**src/rtl/trap_pkg.sv**
```systemverilog
// Shared types and constants for the machine-mode trap controller.
package trap_pkg;

    typedef enum logic [1:0] {
        ST_RUN,
        ST_ENTRY,
        ST_RETURN,
        ST_REFILL
    } trap_state_e;

    localparam logic [11:0] CSR_MSTATUS = 12'h300;
    localparam logic [11:0] CSR_MIE     = 12'h304;
    localparam logic [11:0] CSR_MTVEC   = 12'h305;
    localparam logic [11:0] CSR_MEPC    = 12'h341;
    localparam logic [11:0] CSR_MCAUSE  = 12'h342;
    localparam logic [11:0] CSR_MIP     = 12'h344;

    localparam logic [3:0] CAUSE_SW    = 4'd3;
    localparam logic [3:0] CAUSE_TIMER = 4'd7;
    localparam logic [3:0] CAUSE_EXT   = 4'd11;

    localparam int unsigned MSTATUS_MIE_BIT  = 3;
    localparam int unsigned MSTATUS_MPIE_BIT = 7;

endpackage

```
**src/rtl/trap_csr.sv**
```systemverilog
// Machine-mode CSR file: registers, read mux and write decode.
// Define TRAP_VECTORED_EN to keep writable mtvec[1:0] (vectored mode select).
module trap_csr
    import trap_pkg::*;
#(
    parameter int unsigned N = 64
) (
    input  logic          clk,
    input  logic          reset,
    input  logic          csr_we_i,
    input  logic [11:0]   csr_addr_i,
    input  logic [N-1:0]  csr_wdata_i,
    output logic [N-1:0]  csr_rdata_o,
    input  logic [2:0]    irq_i,
    input  logic          trap_take_i,
    input  logic          trap_irq_i,
    input  logic [3:0]    trap_cause_i,
    input  logic [N-1:0]  trap_pc_i,
    input  logic          mret_i,
    output logic [N-1:0]  mtvec_o,
    output logic [N-1:0]  mie_o,
    output logic [N-1:0]  mepc_o,
    output logic          mstatus_mie_o
);

    localparam logic [N-1:0] PC_MASK = ~(N'(3));
`ifdef TRAP_VECTORED_EN
    localparam logic [N-1:0] MTVEC_MASK = '1;
`else
    localparam logic [N-1:0] MTVEC_MASK = PC_MASK;
`endif

    logic [N-1:0] mtvec_q, mepc_q, mcause_q, mie_q;
    logic         mie_bit_q, mpie_q;

    // Trap entry / mret are written last so they win over a same-cycle CSR write.
    always_ff @(posedge clk) begin
        if (reset) begin
            mtvec_q   <= '0;
            mepc_q    <= '0;
            mcause_q  <= '0;
            mie_q     <= '0;
            mie_bit_q <= 1'b0;
            mpie_q    <= 1'b0;
        end else begin
            if (csr_we_i) begin
                case (csr_addr_i)
                    CSR_MSTATUS: begin
                        mie_bit_q <= csr_wdata_i[MSTATUS_MIE_BIT];
                        mpie_q    <= csr_wdata_i[MSTATUS_MPIE_BIT];
                    end
                    CSR_MIE:    mie_q    <= csr_wdata_i;
                    CSR_MTVEC:  mtvec_q  <= csr_wdata_i & MTVEC_MASK;
                    CSR_MEPC:   mepc_q   <= csr_wdata_i & PC_MASK;
                    CSR_MCAUSE: mcause_q <= csr_wdata_i;
                    default: ;
                endcase
            end
            if (trap_take_i) begin
                mepc_q    <= trap_pc_i & PC_MASK;
                mcause_q  <= {trap_irq_i, {(N-5){1'b0}}, trap_cause_i};
                mpie_q    <= mie_bit_q;
                mie_bit_q <= 1'b0;
            end else if (mret_i) begin
                mie_bit_q <= mpie_q;
                mpie_q    <= 1'b1;
            end
        end
    end

    always_comb begin
        csr_rdata_o = '0;
        case (csr_addr_i)
            CSR_MSTATUS: begin
                csr_rdata_o[MSTATUS_MIE_BIT]  = mie_bit_q;
                csr_rdata_o[MSTATUS_MPIE_BIT] = mpie_q;
            end
            CSR_MIE:    csr_rdata_o = mie_q;
            CSR_MTVEC:  csr_rdata_o = mtvec_q;
            CSR_MEPC:   csr_rdata_o = mepc_q;
            CSR_MCAUSE: csr_rdata_o = mcause_q;
            CSR_MIP: begin
                csr_rdata_o[CAUSE_SW]    = irq_i[0];
                csr_rdata_o[CAUSE_TIMER] = irq_i[1];
                csr_rdata_o[CAUSE_EXT]   = irq_i[2];
            end
            default: ;
        endcase
    end

    assign mtvec_o       = mtvec_q;
    assign mie_o         = mie_q;
    assign mepc_o        = mepc_q;
    assign mstatus_mie_o = mie_bit_q;

endmodule

```
**src/rtl/trap_ctrl.sv**
```systemverilog
// Trap controller: event arbitration, redirect FSM and post-redirect refill hold-off.
// Define TRAP_VECTORED_EN to enable vectored interrupt targets (mtvec[1:0]=01).
module trap_ctrl
    import trap_pkg::*;
#(
    parameter int unsigned N            = 64,
    parameter int unsigned FLUSH_CYCLES = 3
) (
    input  logic          clk,
    input  logic          reset,
    input  logic          exc_valid,
    input  logic [3:0]    exc_cause,
    input  logic [N-1:0]  exc_pc,
    input  logic [2:0]    irq,
    input  logic          mret_req,
    input  logic          csr_we,
    input  logic [11:0]   csr_addr,
    input  logic [N-1:0]  csr_wdata,
    output logic [N-1:0]  csr_rdata,
    output logic          interruptSignal,
    output logic [N-1:0]  PC_TrapTrigger,
    output logic          trapReturn,
    output logic [N-1:0]  PC_TrapReturn,
    output logic          flush
);

    localparam int unsigned CNT_W = (FLUSH_CYCLES > 1) ? $clog2(FLUSH_CYCLES) : 1;

    trap_state_e      state_q;
    logic [CNT_W-1:0] cnt_q;
    logic             int_q, ret_q, flush_q;
    logic [N-1:0]     pc_trap_q;

    logic [N-1:0] mtvec_w, mie_w, mepc_w;
    logic         mstatus_mie_w;
    logic [2:0]   pend_c;
    logic         take_exc_c, take_irq_c, take_mret_c;
    logic [3:0]   irq_cause_c, trap_cause_c;
    logic [N-1:0] trap_target_c;

    // Arbitration in RUN: exception > enabled interrupt (ext > sw > timer) > mret.
    always_comb begin
        pend_c       = irq & {mie_w[CAUSE_EXT], mie_w[CAUSE_TIMER], mie_w[CAUSE_SW]}
                           & {3{mstatus_mie_w}};
        take_exc_c   = (state_q == ST_RUN) && exc_valid;
        take_irq_c   = (state_q == ST_RUN) && !exc_valid && (|pend_c);
        take_mret_c  = (state_q == ST_RUN) && !exc_valid && !(|pend_c) && mret_req;
        irq_cause_c  = pend_c[2] ? CAUSE_EXT : (pend_c[0] ? CAUSE_SW : CAUSE_TIMER);
        trap_cause_c = take_exc_c ? exc_cause : irq_cause_c;
        trap_target_c = mtvec_w & ~(N'(3));
`ifdef TRAP_VECTORED_EN
        if (!take_exc_c && (mtvec_w[1:0] == 2'b01))
            trap_target_c = (mtvec_w & ~(N'(3))) + N'({trap_cause_c, 2'b00});
`endif
    end

    // Target is captured at acceptance so a same-cycle mtvec write only affects later traps.
    always_ff @(posedge clk) begin
        if (reset) begin
            state_q   <= ST_RUN;
            cnt_q     <= '0;
            int_q     <= 1'b0;
            ret_q     <= 1'b0;
            flush_q   <= 1'b0;
            pc_trap_q <= '0;
        end else begin
            int_q <= 1'b0;
            ret_q <= 1'b0;
            case (state_q)
                ST_RUN: begin
                    if (take_exc_c || take_irq_c) begin
                        state_q   <= ST_ENTRY;
                        int_q     <= 1'b1;
                        flush_q   <= 1'b1;
                        pc_trap_q <= trap_target_c;
                    end else if (take_mret_c) begin
                        state_q <= ST_RETURN;
                        ret_q   <= 1'b1;
                        flush_q <= 1'b1;
                    end else begin
                        flush_q <= 1'b0;
                    end
                end
                ST_ENTRY, ST_RETURN: begin
                    if (FLUSH_CYCLES == 0) begin
                        state_q <= ST_RUN;
                        flush_q <= 1'b0;
                    end else begin
                        state_q <= ST_REFILL;
                        cnt_q   <= CNT_W'(FLUSH_CYCLES - 1);
                        flush_q <= 1'b1;
                    end
                end
                ST_REFILL: begin
                    if (cnt_q == '0) begin
                        state_q <= ST_RUN;
                        flush_q <= 1'b0;
                    end else begin
                        cnt_q <= cnt_q - CNT_W'(1);
                    end
                end
                default: begin
                    state_q <= ST_RUN;
                    flush_q <= 1'b0;
                end
            endcase
        end
    end

    trap_csr #(.N(N)) u_csr (
        .clk           (clk),
        .reset         (reset),
        .csr_we_i      (csr_we),
        .csr_addr_i    (csr_addr),
        .csr_wdata_i   (csr_wdata),
        .csr_rdata_o   (csr_rdata),
        .irq_i         (irq),
        .trap_take_i   (take_exc_c || take_irq_c),
        .trap_irq_i    (!take_exc_c),
        .trap_cause_i  (trap_cause_c),
        .trap_pc_i     (exc_pc),
        .mret_i        (take_mret_c),
        .mtvec_o       (mtvec_w),
        .mie_o         (mie_w),
        .mepc_o        (mepc_w),
        .mstatus_mie_o (mstatus_mie_w)
    );

    assign interruptSignal = int_q;
    assign trapReturn      = ret_q;
    assign flush           = flush_q;
    assign PC_TrapTrigger  = pc_trap_q;
    assign PC_TrapReturn   = mepc_w;

endmodule

```
**config.mk**
```make
export PLATFORM = sky130hd
export DESIGN_NAME = trap_ctrl
export DESIGN_NICKNAME = d
export VERILOG_FILES = /design/src/rtl/trap_pkg.sv /design/src/rtl/trap_csr.sv /design/src/rtl/trap_ctrl.sv
export SDC_FILE = /design/constraint.sdc
export NUM_CORES = 1
export LEC_CHECK = 0
export CAP_MARGIN = 20
export CORE_AREA = 4 4 161 179
export CTS_CLUSTER_DIAMETER = 80
export CTS_CLUSTER_SIZE = 12
export DETAILED_ROUTE_END_ITERATION = 8
export DIE_AREA = 0 0 165 183
export PLACE_DENSITY = 0.85
export SLEW_MARGIN = 15
export SYNTH_ARGS = -nofsm -noshare
export SYNTH_HDL_FRONTEND = slang
export SYNTH_SLANG_ARGS = --single-unit
```
**constraint.sdc**
```tcl
create_clock -name clk -period 3.8 [get_ports clk]
set_input_delay 0.57 -clock clk [delete_from_list [all_inputs] [get_ports clk]]
set_output_delay 0.57 -clock clk [all_outputs]
set_load 0.05 [all_outputs]
```
Yosys cells after proc, flatten, opt, wreduce, memory -nomap -nowiden
Cells that the tools add are included.
{"block": "classes", "n_addsub": 1, "n_eq_ne": 12, "muxes": 34, "n_bitwise": 3, "reduce_logical": 34}
{"operator": "2-to-1 mux 64 bit", "n": 6}
{"operator": "case mux 52 bit (4 select lines)", "n": 1}
{"operator": "equality test 12 x 10 -> 1 bit (second input constant)", "n": 6}
{"operator": "case mux 3 bit (4 select lines)", "n": 3}
{"operator": "AND reduction 2 bit", "n": 10}
{"operator": "case mux 1 bit (6 select lines)", "n": 2}
{"operator": "nonzero test 2 bit", "n": 6}
{"operator": "2-to-1 mux 1 bit", "n": 11}
{"operator": "2-to-1 mux 2 bit", "n": 4}
{"operator": "2-to-1 mux 4 bit", "n": 2}
{"operator": "AND 3 bit", "n": 2}
{"operator": "case mux 2 bit (3 select lines)", "n": 1}
{"operator": "nonzero test 3 bit", "n": 2}
{"operator": "OR reduction 2 bit", "n": 3}
{"operator": "OR reduction 3 bit", "n": 2}
{"operator": "logical AND 1 bit", "n": 5}
{"operator": "case mux 1 bit (5 select lines)", "n": 1}
{"operator": "equality test 2 bit (second input constant)", "n": 2}
{"operator": "zero test 2 bit", "n": 2}
{"operator": "!= test 2 bit (second input constant)", "n": 2}
{"operator": "case mux 2 bit (2 select lines)", "n": 1}
{"operator": "zero test 1 bit", "n": 3}
{"operator": "2-to-1 mux 3 bit", "n": 1}
{"operator": "!= test 3 x 2 -> 1 bit (second input constant)", "n": 1}
{"operator": "5 further kinds", "n": 5}
{"block": "word_totals", "reg_bits": 323, "input_bits": 152}

Logic depth before layout (Yosys ltp)
{"block": "logic_depth", "depth_word": 9, "ltp_mapped": 10}

Modules after synthesis
From an unflattened synthesis, not the netlist that was laid out.
{"block": "hier_totals", "cells_unflattened": 1709, "hier_area_um2": 14074.7}
{"mod": "trap_csr", "n_inst": 1, "cells_each": 1445, "area_each_um2": 11377.2}
{"mod": "trap_ctrl", "n_inst": 1, "cells_each": 264, "area_each_um2": 2697.6}

Worst setup path before layout
Ideal clock, no wire load.
{"block": "synth_timing", "path_kind": "input port to output port", "startpoint": "input port csr_addr[5]", "endpoint": "output port csr_rdata[38]", "arrival_ns": 2.622, "required_ns": 3.230, "path_slack_ns": 0.608, "path_stages": 7, "path_buffers": 3, "cell_sequence": "nor4b_2 -> and2_1 -> buf_2 -> buf_2 -> clkbuf_1 -> a22oi_1 -> o211ai_1"}
{"block": "synth_via", "elab_chain_cells": 2}
{"item": "from (decl)", "line": "trap_ctrl.sv:17", "source": "input logic [11:0] csr_addr,"}
{"item": "equality test 12 x 10 -> 1 bit", "line": "trap_csr.sv:73", "source": "case (csr_addr_i)"}
{"item": "case mux 52 bit (4 select lines) *", "line": "trap_csr.sv:73"}
{"item": "to (decl)", "line": "trap_ctrl.sv:19", "source": "output logic [N-1:0] csr_rdata,"}
Every way passes the cells marked *; elsewhere a longest branch is shown, timed or not.

Worst setup path in the final report
{"block": "layout_timing", "startpoint": "input port csr_addr[8]", "endpoint": "output port csr_rdata[27]"}
Same word-level chain as after synthesis.

==> results.py <==
metrics = {
    "floorplanning": {
        "fp.coreArea_um2": 26900,
        "die-height_um": 183,
        "die_width_um": 165,
        "initial_core_util": 0.535,
        "fp-row-count": 63,
        "die_area_um2": 30200,
        "pin_count": 347,
    },
    "drt": {
        "detail_route.vias_per_cell": 6.42,
        "drt-wirelength-per-cell_um": 21.1,
        "detail-route-antenna-nets": 0,
        "detail_route.first_pass.iterations": 6,
        "vias": 15700,
        "wirelength_mm": 51.6,
        "drc": 0,
        "number_of_drc_markers_in_iteration_0": 1949,
    },
    "yosys": {
        "synth_enable_flop_cells": 0,
        "post_synth_mux_area_share": 0.00279,
        "synthesized_instance_count": 1881,
        "synth.lib_cells_used.distinct": 46,
        "ys_dominant_reg_cell": "sky130_fd_sc_hd__dfxtp_1",
        "yosysWarnings": 0,
        "post_synth_fa_ha_maj_area_fraction": 0.00348,
        "yosys.area.top_type": "sky130_fd_sc_hd__dfxtp_1",
        "area_fraction_in_compound_gates_after_synthesis": 0.274,
        "synth-seq-area-share": 0.450,
        "yosys.area_share.xor_xnor": 0,
        "yosys.area.top_type_share": 0.450,
        "mappedNetlistArea_um2": 14400,
        "synth-seq-cells": 323,
        "main_combinational_cell_family_by_area_after_synthesis": "compound AO/OA/AOI/OAI gates",
        "post_synthesis_share_of_cell_area_spent_on_and_or_nand_and_nor_gates": 0.210,
        "ys_async_sr_fraction": 0,
        "avgSynthCellArea_um2": 7.64,
        "ys_top_cells_by_area": "sky130_fd_sc_hd__dfxtp_1, sky130_fd_sc_hd__a21oi_1, sky130_fd_sc_hd__nand3_1",
    },
    "placement": {
        "io_buffer_count": 340,
        "dpl.hpwl_mm": 32.1,
        "gp_congestion": 0.902,
        "detailed_place.area_um2": 18600,
    },
    "global_route": {
        "first_pass_grt_wire_length_mm": 80.7,
        "number_of_antenna_violations_at_the_first_check_in_global_routing": 8,
        "maximum_number_of_pins_on_one_net_before_global_route_repair": 136,
        "grt-ovfl-total": 0,
        "track_usage": 0.324,
        "first_global_vias": 15400,
    },
    "worst_hold_path": {
        "hold-path-cell-count": 2,
        "worstHoldStart": "PC_TrapTrigger[54]$_SDFFE_PP0P_",
        "min_to": "PC_TrapTrigger[54]$_SDFFE_PP0P_",
        "worstHoldPathType": "flop to flop",
    },
    "pwr": {
        "power_per_cell_area_nw_per_um2": 453,
        "total_leakage_power_nw": 5.94,
        "irDropWorstVdd_v": 0.000331,
    },
    "sta": {
        "slew_headroom": 0.255,
        "timing_hold_violations_final": 0,
        "clock.fmax_mhz": 272,
        "setup_total_negative_slack_ns": 0,
        "final.period_utilization": 0.967,
        "slew_viol_final": 0,
        "unrepaired_setup_endpoints_after_global_routing": "false",
        "period_minus_slack_ns": 3.68,
        "skew_ns": 0.00685,
        "final-setup-viol-count": 0,
        "timing_worst_slew_pin_value_ns": 1.11,
        "timing.hold.ws_ns": 0.453,
    },
    "critical_path": {
        "crit-reg2reg-launch": "state_q[0]$_SDFFE_PP0P_",
        "cp-start-kind": "input port",
        "worst-r2r-setup-slack_ns": 1.27,
        "worstPathArrival_ns": 3.11,
        "reg2reg_depth": 8,
        "worst_r2r_endpoint": "u_csr.mstatus_mie_o$_SDFFE_PP0P_",
        "timing.critical_path.fanout_max": 27,
        "timing.critical_path.required_ns": 3.23,
        "setup.worst_path.class": "input port to output port",
        "critical_path.endpoint_type": "output port",
    },
    "layout": {
        "final_nets": 2250,
        "commonest_non_fill_non_tap_cell_in_the_layout": "sky130_fd_sc_hd__dfxtp_1",
        "most_used_cells_in_the_layout_excluding_fill_and_tap_cells": "sky130_fd_sc_hd__dfxtp_1, sky130_fd_sc_hd__nand2_1, sky130_fd_sc_hd__clkdlybuf4s50_1, sky130_fd_sc_hd__a21oi_1, sky130_fd_sc_hd__nand3_1",
        "syn2layout_area_growth_pct": 35.0,
        "design_area_um2": 19400,
        "final_layout_size_suffix_gt1_frac": 0.0745,
        "nFillCells": 2037,
    },
    "clock_tree": {
        "clk_pin_slew_ns": 0.06,
        "post-cts-setup-buffers": 0,
        "cts_tree": "done",
        "h-tree-depth": 1,
        "ctsResizeCount": 0,
        "cts_num_sinks": 323,
        "clockRootBuffer": "sky130_fd_sc_hd__clkbuf_16",
        "clk_path_buf_depth": 3,
        "cts_inserted_buffers": 30,
        "postCtsHoldBufs": 0,
        "clock_insertion_delay_worst_skew_ns": 0.55,
    },
    "status": {
        "run_status": "finished, final reports clean",
    },
    "run": {
        "cap_violations": 0,
    },
}
[how the worst max path moves through the flow]
| stage | endpoint | from |
|---|---|---|
| 3_5_place_dp | csr_rdata[28] | csr_addr[8] |
| 5_1_grt | csr_rdata[28] | csr_addr[8] |
| 2_1_floorplan | csr_rdata[38] | csr_addr[5] |
| 6_report | csr_rdata[27] | csr_addr[8] |
| 3_3_place_gp | csr_rdata[28] | csr_addr[8] |
| 4_1_cts | csr_rdata[27] | csr_addr[8] |
[routing by layer]
layer | part of all wire | GRT usage | vias up
li1 | - | - | 7136
met4 | 0.041 | 0.143 | 14
met5 | 0.0021 | 0 | -
met1 | 0.37 | 0.392 | 7482
met2 | 0.48 | 0.539 | 931
met3 | 0.11 | 0.0877 | 171
[kinds of logic (layout without fill, tap and decap cells)]
kind of cell / Yosys count / count (layout)
AOI/OAI and AO/OA: 662 / 662
adders and majority gates: 4 / 4
buffers and inverters: 215 / 425
DFF: 323 / 323
muxes: 4 / 4
other: 1 / 5
and+or+nand+nor: 672 / 672
[worst max-delay path, stage by stage]
cell                              delay [ns]
sky130_fd_sc_hd__clkdlybuf4s50_1        0.47
sky130_fd_sc_hd__nor4bb_1               0.58
sky130_fd_sc_hd__buf_4                  0.25
sky130_fd_sc_hd__and4b_2                0.27
sky130_fd_sc_hd__buf_4                  0.35
sky130_fd_sc_hd__nand3_1                0.15
sky130_fd_sc_hd__o211ai_1               0.25
sky130_fd_sc_hd__buf_12                 0.19
[per-stage QoR]
step                setup WS [ns]  power [W]   util  instances
floorplan                   0.608    0.00529      -       1884
global placement            0.186    0.00614  0.693       2419
detailed placement          0.174    0.00619  0.693       2419
CTS                         0.158    0.00878  0.722       2451
global route               0.0246    0.00909  0.722       2452
finish                      0.124    0.00878  0.722       2452
[flip-flops by register name (all words and copies together) (netlist names), 2 cells and up]
register,count
u_csr.mie_o,64
cnt_q,2
u_csr.mcause_q,64
state_q,2
u_csr.mtvec_o,62
u_csr.mepc_o,62
PC_TrapTrigger,62
[layout make-up]
type / instances / area (um2) / share of cell area
Antenna cell: 1 / 2.50 / 0.000129
Clock buffer: 32 / 779 / 0.0402
Inverter: 9 / 33.8 / 0.00174
Multi-Input combinational cell: 1346 / 7110 / 0.366
Sequential cell: 323 / 6470 / 0.333
Tap cell: 357 / 447 / 0.0230
Timing Repair Buffer: 384 / 4560 / 0.235
[Yosys cell counts (3+ instances only)]
master and count:
sky130_fd_sc_hd__dfxtp_1 323, sky130_fd_sc_hd__nand2_1 307, sky130_fd_sc_hd__a21oi_1 253, sky130_fd_sc_hd__nand3_1 250, sky130_fd_sc_hd__o21ai_0 195, sky130_fd_sc_hd__clkbuf_1 164, sky130_fd_sc_hd__nor2_1 77, sky130_fd_sc_hd__a22oi_1 64
sky130_fd_sc_hd__o211ai_1 63, sky130_fd_sc_hd__a311oi_1 62, sky130_fd_sc_hd__buf_2 26, sky130_fd_sc_hd__buf_1 12, sky130_fd_sc_hd__inv_1 9, sky130_fd_sc_hd__a211oi_1 7, sky130_fd_sc_hd__and2_1 5, sky130_fd_sc_hd__buf_4 4
sky130_fd_sc_hd__ha_1 4, sky130_fd_sc_hd__mux2i_1 4, sky130_fd_sc_hd__nand4b_1 4, sky130_fd_sc_hd__a22o_1 3, sky130_fd_sc_hd__nand2b_1 3, sky130_fd_sc_hd__nand4_1 3, sky130_fd_sc_hd__nor2b_1 3, sky130_fd_sc_hd__nor4b_2 3
sky130_fd_sc_hd__o31ai_1 3
[power breakdown]
group | internal, W | total, W | switching (W)
sequential | 0.00362 | 0.00381 | 0.000194
clock | 0.00142 | 0.00264 | 0.00122
combinational | 0.000743 | 0.00233 | 0.00159
Note: power is estimated with default switching activity, not from simulation.
